==> src/rtl/mips_pkg.sv <==
// mips_pkg: opcodes, fetch-state encoding and reset defaults shared across the front end
package mips_pkg;
  localparam logic [5:0] R_TYPE = 6'h00;
  localparam logic [5:0] J      = 6'h02;
  localparam logic [5:0] BEQ    = 6'h04;
  localparam logic [5:0] BNE    = 6'h05;
  localparam logic [5:0] ADDI   = 6'h08;
  localparam logic [5:0] LW     = 6'h23;
  localparam logic [5:0] SW     = 6'h2b;
  localparam logic [31:0] DEFAULT_RESET_PC = 32'h0000_0000;
  typedef enum logic [1:0] {BOOT, RUN, HALTED} fetch_state_t;
  // J-type target: region bits of the delay-slot PC with the word index appended
  function automatic logic [31:0] jump_target(input logic [3:0] region, input logic [25:0] index);
    return {region, index, 2'b00};
  endfunction
endpackage

==> src/rtl/pc_next.sv <==
// pc_next: sequential/branch/jump next-PC selection with jump priority and alignment check
module pc_next
  import mips_pkg::*;
(
  input  logic [31:0] pc,
  input  logic [3:0]  pc4_region,
  input  logic        jump,
  input  logic [25:0] jump_index,
  input  logic        branch_taken,
  input  logic [31:0] branch_target,
  output logic [31:0] pc_seq,
  output logic [31:0] pc_redirect,
  output logic        redirect,
  output logic        misalign
);
  // jump outranks branch; branch targets are forced to word alignment and flagged if they were not
  always_comb begin
    pc_seq      = pc + 32'd4;
    redirect    = jump | branch_taken;
    pc_redirect = jump ? jump_target(pc4_region, jump_index) : {branch_target[31:2], 2'b00};
    misalign    = branch_taken & ~jump & |branch_target[1:0];
  end
endmodule

==> src/rtl/instr_fetch.sv <==
// instr_fetch: fetch FSM, program counter and IF/ID pipeline register
module instr_fetch
  import mips_pkg::*;
#(
  parameter logic [31:0] RESET_PC = DEFAULT_RESET_PC
) (
  input  logic        clk,
  input  logic        rst,
  output logic [31:0] imem_addr,
  output logic        imem_req,
  input  logic [31:0] imem_rdata,
  input  logic        imem_ready,
  input  logic        stall,
  input  logic        branch_taken,
  input  logic [31:0] branch_target,
  input  logic        jump,
  input  logic [25:0] jump_index,
  input  logic        halt,
  output logic [31:0] if_instr,
  output logic [31:0] if_pc4,
  output logic        if_valid,
  output logic [5:0]  opcode,
  output logic [31:0] instr_count,
  output logic        align_err
);
  fetch_state_t state, state_nx;
  logic [31:0] pc, pc_seq, pc_redirect;
  logic redirect, misalign, active, take_redirect, accept, hold_ifid;

  pc_next u_pc_next (
    .pc            (pc),
    .pc4_region    (if_pc4[31:28]),
    .jump          (jump),
    .jump_index    (jump_index),
    .branch_taken  (branch_taken),
    .branch_target (branch_target),
    .pc_seq        (pc_seq),
    .pc_redirect   (pc_redirect),
    .redirect      (redirect),
    .misalign      (misalign)
  );

  // halt in the same cycle as a redirect or fetch wins, so nothing moves once it is seen
  always_comb begin
    state_nx      = state == BOOT ? RUN : (state == RUN && halt) ? HALTED : state;
    active        = state == RUN && !halt;
    take_redirect = active && redirect;
    accept        = active && !stall && imem_ready && !redirect;
    hold_ifid     = active && stall && !redirect;
    imem_req      = state == RUN && !stall;
    imem_addr     = pc;
    opcode        = if_instr[31:26];
  end

  // fetch state register; HALTED only exits through reset
  always_ff @(posedge clk or posedge rst) begin
    if (rst) state <= BOOT;
    else     state <= state_nx;
  end

  // pc, IF/ID register, fetch counter and sticky alignment flag
  always_ff @(posedge clk or posedge rst) begin
    if (rst) begin
      pc          <= RESET_PC;
      if_instr    <= '0;
      if_pc4      <= '0;
      if_valid    <= 1'b0;
      instr_count <= '0;
      align_err   <= 1'b0;
    end else begin
      if (take_redirect) pc <= pc_redirect;
      else if (accept)   pc <= pc_seq;
      if (accept) begin
        if_instr    <= imem_rdata;
        if_pc4      <= pc_seq;
        instr_count <= instr_count + 32'd1;
      end
      if_valid  <= accept || (hold_ifid && if_valid);
      align_err <= align_err || (take_redirect && misalign);
    end
  end
endmodule

==> config.mk <==
export PLATFORM = sky130hd
export DESIGN_NAME = instr_fetch
export DESIGN_NICKNAME = d
export VERILOG_FILES = /design/src/rtl/mips_pkg.sv /design/src/rtl/pc_next.sv /design/src/rtl/instr_fetch.sv
export SDC_FILE = /design/constraint.sdc
export NUM_CORES = 1
export LEC_CHECK = 0
export BUFFER_PORTS_ARGS = -buffer_cell sky130_fd_sc_hd__buf_2
export CAP_MARGIN = 20
export CELL_PAD_IN_SITES_DETAIL_PLACEMENT = 1
export CELL_PAD_IN_SITES_GLOBAL_PLACEMENT = 1
export CORE_UTILIZATION = 39
export DETAILED_ROUTE_END_ITERATION = 12
export GPL_TIMING_DRIVEN = 0
export MAX_ROUTING_LAYER = met4
export PLACE_DENSITY = 0.92
export SLEW_MARGIN = 30
export SYNTH_ARGS = -nofsm -noshare
export SYNTH_HDL_FRONTEND = slang
export SYNTH_SLANG_ARGS = --single-unit
==> constraint.sdc <==
create_clock -name clk -period 9.1 [get_ports clk]
set_input_delay 0.91 -clock clk [delete_from_list [all_inputs] [get_ports clk]]
set_output_delay 0.91 -clock clk [all_outputs]
set_load 0.02 [all_outputs]
==> results.cfg <==
[outcome]
outcome = finished clean

[yosys]
netlist_top_cells_area = sky130_fd_sc_hd__dfrtp_1 51%, sky130_fd_sc_hd__nand2_1 9.2%, sky130_fd_sc_hd__xnor2_1 5.6%
synth.ff_latch_count = 128
ys.flop_type = sky130_fd_sc_hd__dfrtp_1
synthDistinctLibCells = 50
post_synth_instance_area_mm2 = 0.00623
async_reset_ff_share_pct = 100
synthDominantCellAreaShare_pct = 51.4
postSynthCellCount = 649
yosys_warnings = 0
number_of_synthesized_flops_with_an_enable_pin = 0
ys_seq_area_share_pct = 51.4
syn-mean-instance-area_um2 = 9.60
yosys.cell_count.top_type = sky130_fd_sc_hd__nand2_1
yosys.area.top_type = sky130_fd_sc_hd__dfrtp_1
post_synth_most_frequent_cells = 153 x sky130_fd_sc_hd__nand2_1, 128 x sky130_fd_sc_hd__dfrtp_1, 44 x sky130_fd_sc_hd__o21ai_0

[grt]
vias_in_the_first_global_route = 6056
wire_length_of_the_first_global_routing_pass_um = 32800
grt_overflow = 0
grt_antenna_before_repair = 0
grt_max_degree = 84
global_route.usage.total_pct = 27.4

[sta]
rsz_0062_raised_after_global_routing = false
timing.final.setup_violations = 0
finalCritPeriodShare_pct = 28.5
finalHoldViolations = 0
relative_max_transition_margin_pct = 38.2
maxClockFrequency_mhz = 386
timing.setup.tns_ns = 0
hold_slack_ns = 0.472
finalClockSkew_ns = 0.00568
worst-slew-pin-transition_ns = 0.927
finalWorstPathRequiredPeriod_ns = 2.59
final-max-slew-violation-count = 0

[final_layout]
multi_input_comb_area_mm2 = 0.00278
area_growth_pct = 33.2
drive_gt1_share_pct = 32.7
layout.filler_cells = 1860
nets = 999
final_standard_cell_area_without_fillers_mm2 = 0.00830
ff_latch_area_mm2 = 0.00320
antenna_cells_inserted = 0

[die]
floorplan.die.height_um = 128
io_pins = 234
fp.dieArea_mm2 = 0.0165
start_util_pct = 40.5
dieWidth_um = 128
row_count = 45
core_mm2 = 0.0154

[min_path]
hold_path.class = in -> async

[drt]
avgRoutedWirePerCell_um = 18.8
wire_length_reported_by_the_detailed_router_um = 21100
drt_first_iter_violations = 338
detail_route.drc_violations = 0
vias = 5890
first_pass_iters = 4
post_drt_via_cell_ratio = 5.24
antenna_violating_nets_post_route = 0

[power_and_ir_drop]
powerDensity_mw_per_mm2 = 192
vdd_ir_drop_max_mv = 0.131
p_leak_nw = 4.40
report.power.total_w = 0.00159

[worst_setup_path]
timing.critical_path.fanout_max = 10
setup.worst_path.start_class = input pin
critPathArrivalTime_ns = 2.87
cp-end-kind = flop
cp_data_required_time_ns = 9.38
setup.worst_path.class = in -> reg

[place]
gpl_wtd_cong = 0.846
placed_cell_area_mm2 = 0.00768
dp_hpwl_um = 15500
place.port_buffers = 228

[clock_tree]
cts_made_buffers = 17
clockBufferDepth = 2
ctsHtreeMaxLevel = 4
clockRootBuffer = sky130_fd_sc_hd__clkbuf_16
postCtsSetupBuffers = 0
clock_latency_ns = 0.42
cts_repair_resize_count = 0
tritoncts_clock_tree = built
holdBufCountCts = 0
path_clk_slew_ns = 0.06
clock_sinks = 128

[run]
drv_cap = 0
worst paths after layout:
path	start	to	slack, ns	cells after the start
min in group clk	if_instr[6]	if_instr[6]	0.47	2
setup / recovery	jump	imem_addr[11]	6.51	5
hold / removal	rst	instr_count[30]	0.47	2
setup reg to reg	state[0]	imem_addr[20]	6.71	7
hold reg to reg	if_instr[6]	if_instr[6]	0.47	2
max in group asynchronous	rst	if_pc4[2]	7.90	3
logic make-up after synthesis:
logic type | synth area share, %
xor gates and xnor gates | 9.28
other | 0.0602
buffers and inverters | 4.08
and+or+nand+nor | 21.8
DFF | 51.4
muxes | 4.04
AOI/OAI and AO/OA | 8.96
adders and majority gates | 0.402
power by group:
part	switching (W)	internal [W]	leakage (nW)	total (W)
clock	0.000261	0.000456	0.295	0.000717
combinational	0.000141	0.0000875	2.37	0.000228
sequential	0.0000464	0.000603	1.73	0.000649
total	0.000448	0.00115	4.40	0.00159
final cells by class:
| class | count | share of cell area (%) |
|---|---|---|
| inverters | 5 | 0.317 |
| flip-flops and latches | 128 | 38.6 |
| multi-input cells | 473 | 33.5 |
| clock buffers | 17 | 5.13 |
| plain buffers | 46 | 2.83 |
| well taps | 211 | 3.18 |
| clock inverters | 15 | 2.32 |
| repair buffers | 229 | 14.1 |
placed cells by master (no fill, tap or decap), types with 3 or more instances in the layout:
cell,instances
sky130_fd_sc_hd__nand3_1,32
sky130_fd_sc_hd__o211a_1,3
sky130_fd_sc_hd__nand4_1,16
sky130_fd_sc_hd__xor2_1,26
sky130_fd_sc_hd__and3_1,10
sky130_fd_sc_hd__bufinv_16,4
sky130_fd_sc_hd__mux2i_1,24
sky130_fd_sc_hd__o21ai_0,44
sky130_fd_sc_hd__nor2b_1,8
sky130_fd_sc_hd__inv_1,4
sky130_fd_sc_hd__buf_2,242
sky130_fd_sc_hd__clkbuf_16,17
sky130_fd_sc_hd__nor2_1,32
sky130_fd_sc_hd__clkinvlp_4,4
sky130_fd_sc_hd__clkbuf_1,18
sky130_fd_sc_hd__buf_4,10
sky130_fd_sc_hd__xnor2_1,40
sky130_fd_sc_hd__o22ai_1,3
sky130_fd_sc_hd__nand2_1,153
sky130_fd_sc_hd__a21oi_1,22
sky130_fd_sc_hd__conb_1,4
sky130_fd_sc_hd__a211oi_1,7
sky130_fd_sc_hd__buf_1,3
sky130_fd_sc_hd__and4b_1,3
sky130_fd_sc_hd__nor3_1,5
sky130_fd_sc_hd__dfrtp_1,128
sky130_fd_sc_hd__a221o_1,4
sky130_fd_sc_hd__clkinv_2,5
sky130_fd_sc_hd__and4_1,5
through the flow:
step	setup slack (ns)	util (%)	std cells
after floorplan	4.78	-	652
after global placement	3.16	49.7	1091
after detailed placement	6.07	50.0	1092
after CTS	6.52	54.0	1124
after global routing	6.39	54.0	1124
final	6.51	54.0	1124
sequential cells by signal (all words and copies together), names as in the netlist:
signal       count
instr_count     32
if_pc4          30
if_instr        32
if_valid         1
align_err        1
imem_addr       30
state            2
layer usage:
metal | GRT usage, % | share of wire (%)
met5 | - | 0
met2 | 45.5 | 50
met4 | 9.83 | 2.4
met1 | 33.5 | 41
met3 | 4.95 | 6.2
critical path, stage by stage:
cell and delay, ns:
sky130_fd_sc_hd__clkbuf_1 0.23, sky130_fd_sc_hd__buf_1 0.61, sky130_fd_sc_hd__buf_1 0.66, sky130_fd_sc_hd__mux2i_1 0.35
sky130_fd_sc_hd__o22ai_1 0.11
No activity file was read; power rests on OpenSTA's default activity.
